## src/rtl/mult_div_pkg.sv

```systemverilog
// Shared encodings for the multiply/divide sequencer: opcodes, FSM states, latencies, flag bit positions.
// Pure declarations; no latency or flow control of its own.
package mult_div_pkg;

  localparam logic [1:0] OP_MULU = 2'd0;
  localparam logic [1:0] OP_MULS = 2'd1;
  localparam logic [1:0] OP_DIVU = 2'd2;
  localparam logic [1:0] OP_DIVS = 2'd3;

  localparam int DEF_MUL_LATENCY = 18;
  localparam int DEF_DIV_LATENCY = 30;

  localparam int FLAG_N = 3;
  localparam int FLAG_Z = 2;
  localparam int FLAG_V = 1;
  localparam int FLAG_C = 0;

  typedef enum logic [1:0] {
    ST_IDLE = 2'd0,
    ST_WAIT = 2'd1,
    ST_DONE = 2'd2
  } state_t;

  typedef struct packed {
    logic [31:0] result;
    logic [3:0]  flags;
  } pack_t;

  function automatic logic is_div(input logic [1:0] op);
    return op[1];
  endfunction

endpackage

```

## src/rtl/mult_div_pack.sv

```systemverilog
// Combinational 68000 result packing and NZVC generation from the unit outputs; zero latency.
// No flow control: output is sampled by the sequencer only at capture.
module mult_div_pack
  import mult_div_pkg::*;
(
  input  logic [1:0]  i_op,
  input  logic [31:0] i_dst,
  input  logic [31:0] i_divu_quotient,
  input  logic [31:0] i_divs_quotient,
  input  logic [15:0] i_divu_remainder,
  input  logic [15:0] i_divs_remainder,
  input  logic [31:0] i_mulu_result,
  input  logic [31:0] i_muls_result,
  output pack_t       o_pack
);

  logic [31:0] w_quot;
  logic [15:0] w_rem;
  logic [31:0] w_prod;
  logic        w_ovf;

  always_comb begin
    w_quot = i_op[0] ? i_divs_quotient  : i_divu_quotient;
    w_rem  = i_op[0] ? i_divs_remainder : i_divu_remainder;
    w_prod = i_op[0] ? i_muls_result    : i_mulu_result;
    // Signed quotient fits 16 bits only if bits [31:15] are a pure sign extension.
    if (i_op == OP_DIVS)
      w_ovf = !((w_quot[31:15] == 17'h0) || (w_quot[31:15] == 17'h1FFFF));
    else
      w_ovf = (w_quot[31:16] != 16'h0);
  end

  always_comb begin
    o_pack = '0;
    if (!is_div(i_op)) begin
      o_pack.result        = w_prod;
      o_pack.flags[FLAG_N] = w_prod[31];
      o_pack.flags[FLAG_Z] = (w_prod == 32'h0);
    end else if (w_ovf) begin
      o_pack.result        = i_dst;
      o_pack.flags[FLAG_V] = 1'b1;
    end else begin
      o_pack.result        = {w_rem, w_quot[15:0]};
      o_pack.flags[FLAG_N] = w_quot[15];
      o_pack.flags[FLAG_Z] = (w_quot[15:0] == 16'h0);
    end
  end

endmodule

```

## src/rtl/mult_div_sequencer.sv

```systemverilog
// Issues one MUL/DIV to the pipelined unit, waits LAT clocks, packs the result; done LAT+2 cycles after start.
// start is ignored while busy; divide-by-zero completes next cycle without touching the unit.
module mult_div_sequencer
  import mult_div_pkg::*;
#(
  parameter int MUL_LATENCY = DEF_MUL_LATENCY,
  parameter int DIV_LATENCY = DEF_DIV_LATENCY
) (
  input  logic        clock,
  input  logic        reset,
  input  logic        start,
  input  logic [1:0]  op,
  input  logic [31:0] dst,
  input  logic [15:0] src,
  output logic        busy,
  output logic        done,
  output logic [31:0] result,
  output logic [3:0]  flags,
  output logic        div_zero,
  output logic [31:0] operand1,
  output logic [31:0] operand2,
  input  logic [31:0] divu_quotient,
  input  logic [31:0] divs_quotient,
  input  logic [15:0] divu_remainder,
  input  logic [15:0] divs_remainder,
  input  logic [31:0] mulu_result,
  input  logic [31:0] muls_result
);

  localparam int MAX_LAT = (MUL_LATENCY > DIV_LATENCY) ? MUL_LATENCY : DIV_LATENCY;
  localparam int CNT_W   = $clog2(MAX_LAT + 1);

  state_t             r_state;
  state_t             w_state_nxt;
  logic [CNT_W-1:0]   r_cnt;
  logic [1:0]         r_op;
  logic [31:0]        r_operand1;
  logic [31:0]        r_operand2;
  logic [31:0]        r_result;
  logic [3:0]         r_flags;
  logic               r_div_zero;
  logic               w_accept;
  logic               w_dz;
  logic               w_capture;
  pack_t              w_pack;

  mult_div_pack u_pack (
    .i_op             (r_op),
    .i_dst            (r_operand1),
    .i_divu_quotient  (divu_quotient),
    .i_divs_quotient  (divs_quotient),
    .i_divu_remainder (divu_remainder),
    .i_divs_remainder (divs_remainder),
    .i_mulu_result    (mulu_result),
    .i_muls_result    (muls_result),
    .o_pack           (w_pack)
  );

  always_ff @(posedge clock or posedge reset) begin
    if (reset) r_state <= ST_IDLE;
    else       r_state <= w_state_nxt;
  end

  always_comb begin
    w_state_nxt = r_state;
    w_accept    = 1'b0;
    w_dz        = 1'b0;
    w_capture   = 1'b0;
    case (r_state)
      ST_IDLE, ST_DONE: begin
        if (start) begin
          if (is_div(op) && (src == 16'h0)) begin
            w_dz        = 1'b1;
            w_state_nxt = ST_DONE;
          end else begin
            w_accept    = 1'b1;
            w_state_nxt = ST_WAIT;
          end
        end else begin
          w_state_nxt = ST_IDLE;
        end
      end
      ST_WAIT: begin
        if (r_cnt == '0) begin
          w_capture   = 1'b1;
          w_state_nxt = ST_DONE;
        end
      end
      default: w_state_nxt = ST_IDLE;
    endcase
  end

  always_ff @(posedge clock or posedge reset) begin
    if (reset) begin
      r_cnt      <= '0;
      r_op       <= OP_MULU;
      r_operand1 <= '0;
      r_operand2 <= '0;
      r_result   <= '0;
      r_flags    <= '0;
      r_div_zero <= 1'b0;
    end else begin
      if (w_accept) begin
        r_operand1 <= dst;
        r_operand2 <= {16'h0, src};
        r_op       <= op;
        r_cnt      <= is_div(op) ? CNT_W'(DIV_LATENCY) : CNT_W'(MUL_LATENCY);
      end else if ((r_state == ST_WAIT) && (r_cnt != '0)) begin
        r_cnt <= r_cnt - 1'b1;
      end

      // Divide-by-zero leaves the destination untouched and raises the trap.
      if (w_dz) begin
        r_result   <= dst;
        r_flags    <= 4'b0000;
        r_div_zero <= 1'b1;
      end else if (w_capture) begin
        r_result   <= w_pack.result;
        r_flags    <= w_pack.flags;
        r_div_zero <= 1'b0;
      end
    end
  end

  assign busy     = (r_state == ST_WAIT);
  assign done     = (r_state == ST_DONE);
  assign result   = r_result;
  assign flags    = r_flags;
  assign div_zero = r_div_zero;
  assign operand1 = r_operand1;
  assign operand2 = r_operand2;

endmodule

```

## config.mk

```make
export PLATFORM = sky130hd
export DESIGN_NAME = mult_div_sequencer
export DESIGN_NICKNAME = d
export VERILOG_FILES = /design/src/rtl/mult_div_pkg.sv /design/src/rtl/mult_div_pack.sv /design/src/rtl/mult_div_sequencer.sv
export SDC_FILE = /design/constraint.sdc
export NUM_CORES = 1
export LEC_CHECK = 0
export ABC_AREA = 1
export CORE_ASPECT_RATIO = 1.25
export CORE_UTILIZATION = 40
export CTS_CLUSTER_DIAMETER = 200
export DETAILED_ROUTE_END_ITERATION = 6
export GPL_TIMING_DRIVEN = 0
export PLACE_DENSITY = 0.75
export SETUP_SLACK_MARGIN = 0.1
export SLEW_MARGIN = 10
export SYNTH_ARGS = -nofsm -noshare
export SYNTH_HDL_FRONTEND = slang
export SYNTH_SLANG_ARGS = --single-unit
export TNS_END_PERCENT = 100
```

## constraint.sdc

```tcl
create_clock -name clock -period 3.55 [get_ports clock]
set_input_delay 0.71 -clock clock [delete_from_list [all_inputs] [get_ports clock]]
set_output_delay 0.71 -clock clock [all_outputs]
set_load 0.02 [all_outputs]
```

==> results.sh <==
export IMPL_status="complete, no violations"
export IMPL_dr_pass1_iters=6
export IMPL_antenna_found_initial=0
export IMPL_intPower_uw=3850
export IMPL_drv_cap=0
export IMPL_fin_util=0.633
export IMPL_crit_buf_inv=4
export IMPL_p_per_area_nw_per_um2=715
export IMPL_synth_compound_area_frac=0.0739
export IMPL_drt_initial_drc_count=576
export IMPL_synth_edf_count=0
export IMPL_cts_root_buf="clkbuf_16"
export IMPL_layout_drive_gt1_share=0.0665
export IMPL_ys_ff_latch=93
export IMPL_grt_max_degree=53
export IMPL_hold_buffers=0
export IMPL_synth_top_family_by_area="simple AND/OR/NAND/NOR gates"
export IMPL_clock_latency_ns=0.35
export IMPL_min_path_type="register to register"
export IMPL_ys_top_cells_by_area="dfrtp_1 35%, nand2_1 27%, inv_1 6.7%"
export IMPL_fp_row_count=52
export IMPL_nets=1594
export IMPL_avgRoutedWirePerCell_um=17.1
export IMPL_arrival_ns=2.88
export IMPL_post_route_drc_count=0
export IMPL_yosys_area_top_type="dfrtp_1"
export IMPL_postRouteAntennaNets=0
export IMPL_endpoint_kind="register"
export IMPL_leakage_uw=0.00527
export IMPL_worst_slew_pin_transition_ns=0.702
export IMPL_ir_drop_mv=0.432
export IMPL_yosys_area_share_simple=0.433
export IMPL_overflow=0
export IMPL_cp_cell_sequence="clkdlybuf4s50_1 > nor2_1 > nand3_1 > nor2_1 > nand4_1 > clkbuf_1 > clkbuf_1 > o21ai_0 > inv_1 > nand3_1 > nand2_1 > nand2_1"
export IMPL_drt_wl_total_um=27300
export IMPL_place_area_um2=9980
export IMPL_stdcell_area_um2=10300
export IMPL_path_clk_slew_ns=0.08
export IMPL_ys_warn_count=0
export IMPL_setup_ws_ns=0.906
export IMPL_final_hold_viol_count=0
export IMPL_cts_htree_levels=3
export IMPL_crit_path_start_kind="input pin"
export IMPL_track_usage=0.321
export IMPL_cp_top_family="buffers and inverters"
export IMPL_synth_xor_area_frac=0.00264
export IMPL_swShare=0.475
export IMPL_synthFlopType="dfrtp_1"
export IMPL_synthesis_area_um2=6640
export IMPL_post_route_period_util=0.745
export IMPL_cts_tree="yes"
export IMPL_path_max_fanout=10
export IMPL_critPathSlowestCell="clkdlybuf4s50_1"
export IMPL_io_pins=316
export IMPL_cts_resized=0
export IMPL_avgSynthCellArea_um2=6.30
export IMPL_numCtsBuffers=9
export IMPL_p_comb_frac=0.611
export IMPL_start_util=0.410
export IMPL_area_delta_synth_final_pct=54.6
export IMPL_yosysSeqAreaShare=0.351
export IMPL_synthCells=1053
export IMPL_cp_required_ns=3.79
export IMPL_fillers=1544
export IMPL_avgViaCountPerCell=4.89
export IMPL_fin_skew_ns=0.0152
export IMPL_yosys_mux_area_fraction=0
export IMPL_grt_pass1_wl_um=40800
export IMPL_pwr_share_seq=0.261
export IMPL_mostFrequentLayoutCell="nand2_1"
export IMPL_synth_fa_ha_area_frac=0.00377
export IMPL_async_flop_share=1.00
export IMPL_port_buffers=298
export IMPL_finalSetupViolations=0
export IMPL_clk_path_buf_depth=2
export IMPL_design_core_area_um2=16200
export IMPL_power_frac_clock=0.127
export IMPL_dr_total_vias=7824
export IMPL_post_route_min_period_ns=2.64
export IMPL_clkSinkCount=93
export IMPL_pre_cts_slack_ns=0.550
export IMPL_post_cts_buffers=0
export IMPL_dp_hpwl_um=21800
export IMPL_first_global_vias=7541
export IMPL_gp_congestion=0.901
export IMPL_critPathMaxStageDelay_ns=0.49
export IMPL_slew_headroom=0.532
export IMPL_final_cell_mix="472 x nand2_1, 298 x clkdlybuf4s50_1, 117 x inv_1"
export IMPL_fp_dieH_um=146
export IMPL_synth_distinct_cells=32
export IMPL_die_width_um=117
export IMPL_die_area_um2=17100
export IMPL_synth_top_area_frac=0.351
export IMPL_path_class="input pin to register"
export IMPL_rsz0062_at_grt="no"
export IMPL_p_sw_uw=3480
export IMPL_slew_violations=0
export IMPL_fmax_ghz=0.378
-- final cells by class --
class | count | area [µm²] | share of cell area
tap | 216 | 270 | 0.0263
sequential | 93 | 2330 | 0.227
antenna | 1 | 2.50 | 0.000244
buffer | 80 | 448 | 0.0437
clock inverter | 6 | 46.3 | 0.00451
timing repair buffer | 299 | 3010 | 0.293
multi-input combinational | 776 | 3470 | 0.338
clock buffer | 10 | 229 | 0.0223
inverter | 120 | 453 | 0.0442
-- worst paths after layout --
path / start / endpoint / slack [ns] / depth (start not counted)
setup / recovery: src[4] / result[10] / 0.91 / 12
setup reg to reg: r_op[0] / flags[2] / 1.05 / 11
hold / removal: operand2[4] / operand2[4] / 0.48 / 2
min in group asynchronous: reset / operand2[10] / 0.81 / 2
hold reg to reg: operand2[4] / operand2[4] / 0.48 / 2
max in group asynchronous: reset / result[25] / 2.10 / 3
-- through the flow --
step,instances,power (µW),hold WS [ns],setup TNS (ns)
6_report,1601,7330,0.479,0
4_1_cts,1600,7340,0.484,0
2_1_floorplan,1069,4340,0.466,0
3_5_place_dp,1584,6380,0.462,0
3_3_place_gp,1583,6330,0.453,-108.96
5_1_grt,1600,7830,0.502,0
-- worst reg2reg max path: stages (launching register included) --
cell	delay, ns
dfrtp_1	0.44
buf_6	0.17
buf_4	0.18
clkbuf_1	0.34
or2_1	0.34
o21ai_1	0.20
nand4_1	0.16
nor3_1	0.25
nand3_1	0.12
nand2_1	0.10
nand3_1	0.07
nand2_1	0.07
-- synth_stat cells, types with 13 or more instances --
cell and count:
nor2_1 33, inv_1 118, or2_1 13, nand2_1 472, o21ai_1 13, buf_4 18
nand3_1 54, nand4_1 40, nand3_2 21, o21ai_0 79, clkbuf_1 31, buf_2 19
dfrtp_1 93
-- power groups by stage --
stage / clock network [µW] / registers, µW / logic [µW]
finish: 934 / 1920 / 4480
detailed placement: 0 / 1920 / 4460
global route: 1000 / 1970 / 4860
global placement: 0 / 1910 / 4420
CTS: 952 / 1910 / 4480
floorplan: 0 / 2410 / 1930
-- cells by family (layout without fill, tap and decap cells) --
| logic type | after synthesis | in the layout |
|---|---|---|
| other | 1 | 18 |
| buffers and inverters | 200 | 515 |
| XOR/XNOR | 2 | 2 |
| flip-flops | 93 | 93 |
| AND/OR/NAND/NOR | 658 | 658 |
| AO/OA/AOI/OAI | 97 | 97 |
| adder cells (fa/ha/maj) | 2 | 2 |
-- routing by layer --
metal,up-vias,track usage,wire length (µm)
li1,3894,-,-
met1,3523,0.367,10300
met2,341,0.558,13700
met3,66,0.0785,2300
met4,0,0.138,1030
met5,-,0,0
-- registers in the layout, summed over array words and instances, names as in the netlist --
register  flops
r_cnt         5
r_state       2
operand1     32
div_zero      1
operand2     16
r_op          2
flags         3
result       32
(Power assumes the default switching activity.)
==> variant 1: new RTL, same settings <==
`DEF_MUL_LATENCY`: 18 -> 9.
--- a/src/rtl/mult_div_pkg.sv
+++ b/src/rtl/mult_div_pkg.sv
@@ -8,5 +8,5 @@
   localparam logic [1:0] OP_DIVS = 2'd3;
 
-  localparam int DEF_MUL_LATENCY = 18;
+  localparam int DEF_MUL_LATENCY = 9;
   localparam int DEF_DIV_LATENCY = 30;
 
Formal check against the unedited RTL: same outputs for any inputs over 10 cycles, from zero or initial values and one cycle with reset high; that may be too few to reach the edited logic, so the function may still have changed.
==> variant 1 against the original RTL <==
Routed wire length up 3.1%. Core utilization up 0.16 points. Worst setup slack lost 0.15 ns. Total power rose by 2.6%. Count of clock-buffer cells in the layout increased by 1. Cell area up 0.66%. Synthesized area grew 1.1%. Final cell count down 0.12%. Sequential cell count is the same. Non-clock buffer count shrank 1. Register-to-register slack got worse by 0.02 ns. Largest power group unchanged.
==> variant 1: results (changes against the original RTL) <==
| Metric | Value |
|---|---|
| Hold WS | 0.482 ns (+0.00306 ns) |
| Status | finished, final reports clean |
| Post-synthesis adder-cell area fraction | 0.373% (-0.0039 points) |
| ClkCell Share | 2.67% (-0.018 points) |
| Core Util, Final | 63.5% (+0.16 points) |
| Vias per inst | 4.99 (+2.1%) |
| Largest net degree at the start of global routing | 63 (+19%) |
| Routability-driven placement congestion ratio | 0.885 (-1.8%) |
| R2R Setup Slk | 1.03 ns (-0.02 ns) |
| Final wirelength | 28.2 mm (+3.1%) |
| Switching pwr | 3.61 mW (+3.7%) |
| Clock power share | 12.5% (-0.2 points) |
| Buffers, non-clock | 378 (-0.26%) |
| Worst EP arrival | 3.05 ns (+0.17 ns) |
| Synth Area in Compound Gates | 7.69% (+0.30 points) |
| Comb_multi_in | 773 (-0.39%) |
| Iteration-0 DRC Markers | 623 (+8.2%) |
| Number of global-route vias before repair | 7834 (+3.9%) |
| Endpoint with the worst hold slack | result[27] |
| Most instantiated cells after synthesis | 469 x nand2_1, 121 x inv_1, 93 x dfrtp_1 |
| Fmax | 358 MHz (-5.4%) |
| Sequential Power Share | 25.6% (-0.5 points) |
| P_leak | 5.27 nW (about the same) |
| Register area share after synthesis | 34.7% (-0.37 points) |
| Synth top area cells | dfrtp_1 35%, nand2_1 26%, inv_1 6.8%, o21ai_0 6.3%, nand3_2 4.6% |
| Placed cell area | 10000 µm² (+0.70%) |
| Logic inverters | 124 (+3.3%) |
| Antenna cells | 0 (-1) |
| Post-Synth XOR/XNOR Area | 0.261% (-0.0028 points) |
| Layout cells sized above 1 | 7.38% (+0.73 points) |
| Peak VDD IR | 0.473 mV (+9.6%) |
| Multi-input combinational area share | 34.0% (+0.18 points) |
| First-pass GRT wire length | 43.4 mm (+6.2%) |
| Slew @ Worst Pin | 0.799 ns (+0.0970 ns) |
| Post-synthesis cell type count | 34 (+6.3%) |
| Non-clock buffering overhead | 33.6% (-0.087 points) |
| Routed via count | 7982 (+2.0%) |
| Worst min-delay path startpoint | result[27] |
| GRT Overall Usage | 33.1% (+1.0 points) |
[variant 1: cell count changes after synthesis, moves of 2 or more]
cell / unedited run / this run
clkbuf_1: 31 / 29
nand3_2: 21 / 31
or2_2: 3 / 1
buf_2: 19 / 21
buf_8: 1 / 3
o21ai_0: 79 / 84
nand3_1: 54 / 43
nor2_1: 33 / 29
inv_1: 118 / 121
clkinv_1: 0 / 2
buf_1: 5 / 3
nand2_1: 472 / 469
[variant 1: per-layer routing]
metal  vias to the layer above  part of all wire (%)  GRT usage [%]
met2                       428                    48           56.6
met3                        83                   9.5           7.65
met5                         -                     0              0
li1                       3890                     -              -
met1                      3581                    38           38.7
met4                         0                   4.5           16.5
[variant 1: worst max path at each step]
stage / startpoint / endpoint / slack [ns] / cells after the start
2_1_floorplan: reset / div_zero / 0.42 / 1
3_3_place_gp: reset / result[0] / -1.20 / 2
3_5_place_dp: src[3] / r_cnt[1] / 0.40 / 11
4_1_cts: src[3] / r_cnt[1] / 0.76 / 11
5_1_grt: src[3] / r_cnt[1] / 0.47 / 11
6_report: src[3] / r_op[0] / 0.76 / 9
[variant 1: logic make-up (layout without fill, tap and decap cells)]
logic type / count (synthesis) / count (layout)
other: 1 / 17
buffers and inverters: 203 / 517
XOR/XNOR: 2 / 2
flip-flops: 93 / 93
adder cells (fa/ha/maj): 2 / 2
AND/OR/NAND/NOR: 650 / 650
AO/OA/AOI/OAI: 102 / 102
[variant 1: metrics by stage]
step / setup WS (ns) / TNS [ns] / power (mW)
2_1_floorplan: 0.420 / 0 / 4.46
3_3_place_gp: -1.20 / -110.96 / 6.48
3_5_place_dp: 0.401 / 0 / 6.54
4_1_cts: 0.757 / 0 / 7.49
5_1_grt: 0.467 / 0 / 8.04
6_report: 0.756 / 0 / 7.52
==> variant 2: new RTL, same flow settings <==
Made on the original files. Re-encode `state_t` (3 states) as one-hot, 3 bits wide.
--- a/src/rtl/mult_div_pkg.sv
+++ b/src/rtl/mult_div_pkg.sv
@@ -16,8 +16,8 @@
   localparam int FLAG_C = 0;
 
-  typedef enum logic [1:0] {
-    ST_IDLE = 2'd0,
-    ST_WAIT = 2'd1,
-    ST_DONE = 2'd2
+  typedef enum logic [2:0] {
+    ST_IDLE = 3'b001,
+    ST_WAIT = 3'b010,
+    ST_DONE = 3'b100
   } state_t;
 
Behaviour: no difference found for any inputs over 10 cycles, from zero or initial values and one cycle with reset high; not proved beyond that.
==> variant 2 against the original RTL <==
Non-clock buffer count down 1. Fmax down 5.4%. Synthesized cell count up 0.38%. Count of clock-buffer cells in the layout unchanged. Routed wire length down 0.20%. Cell area up 1.4%. Worst setup slack worse by 0.15 ns. Total power down 13%. Synthesized area up 2.0%. Register-to-register slack better by 0.12 ns. Sequential cell count up 1. Largest cell class unchanged. Highest routed layer unchanged.
==> variant 2: results (changes against the original RTL) <==
| Metric | Value |
|---|---|
| Post-placement setup slack | 0.432 ns (-0.118 ns) |
| Grt met2 use | 53.6% (-2.1 points) |
| Multi-input combinational area share | 34.9% (+1.0 points) |
| ClkCell Share | 2.80% (+0.12 points) |
| Hold WS | 0.481 ns (+0.00235 ns) |
| Met1 wire length | 10.8 mm (+5.2%) |
| Post-synthesis cell type count | 40 (+25%) |
| R2R Setup Slk | 1.17 ns (+0.12 ns) |
| Post-Syn Instances | 1057 (+0.38%) |
| DR pass1 iterations | 5 (-1) |
| Non-clock buffering overhead | 33.3% (-0.42 points) |
| Critical path launch point | src[10] |
| GRT Overall Usage | 31.5% (-0.59 points) |
| Largest net degree at the start of global routing | 63 (+19%) |
| Vias per inst | 5.00 (+2.2%) |
| M1 GR Usage | 38.6% (+1.9 points) |
| Share of synthesized area spent on multiplexers | 0.148% (+0.15 points) |
| Clock skew | 0.00958 ns (-0.00559 ns) |
| Routability-driven placement congestion ratio | 0.880 (-2.3%) |
| Status | finished, final reports clean |
| Register area share after synthesis | 34.8% (-0.29 points) |
| Fraction of area in registers | 22.6% (-0.061 points) |
| Endpoint with the worst hold slack | result[3] |
| Seq group | 1.65 mW (-14%) |
| Worst EP arrival | 3.03 ns (+0.15 ns) |
| Number of global-route vias before repair | 7750 (+2.8%) |
| Buffers, non-clock | 378 (-0.26%) |
| Synth top area cells | dfrtp_1 34%, nand2_1 27%, inv_1 5.4%, nand3_2 4.7%, o21ai_0 4.1% |
| HPWL after detailed placement | 21.8 mm (+0.30%) |
| Total power | 6.41 mW (-13%) |
| Most instantiated cells after synthesis | 478 x nand2_1, 98 x inv_1, 93 x dfrtp_1 |
| Comb_multi_in | 797 (+2.7%) |
| Peak VDD IR | 0.450 mV (+4.3%) |
| Rel. slew slack | 54.9% (+1.6 points) |
| CTS sink cnt | 94 (+1.1%) |
| Nets | 1598 (+0.25%) |
| Pint | 3.36 mW (-13%) |
| Reg2Reg Capture Point | flags[3] |
| P_leak | 5.28 nW (+0.16%) |
| Worst min-delay path startpoint | result[3] |
==> variant 2: cell types whose count changed in the layout (fill, tap and decap cells not counted), sizes merged, moves of 5 or more <==
cell,before,now
o21ai,92,70
or2,16,11
nor2,35,61
nand2,473,479
a22oi,0,15
and2,7,12
inv,123,103
==> variant 2: worst max-delay path by stage <==
stage / endpoint / slack [ns] / depth (start not counted)
floorplan: div_zero / 0.39 / 1
global placement: result[3] / -1.16 / 2
detailed placement: flags[3] / 0.43 / 12
CTS: flags[3] / 0.78 / 12
global route: flags[3] / 0.58 / 12
finish: flags[3] / 0.75 / 12
==> variant 2: worst max-delay path, cell delays in order <==
cell             delay (ns)
clkdlybuf4s50_1        0.40
inv_1                  0.08
nand4_1                0.09
nor2_1                 0.13
nand2_1                0.09
nor2_4                 0.21
nand2_1                0.15
nand2_1                0.27
clkinv_1               0.41
buf_2                  0.34
nand2_1                0.09
nand2_1                0.05
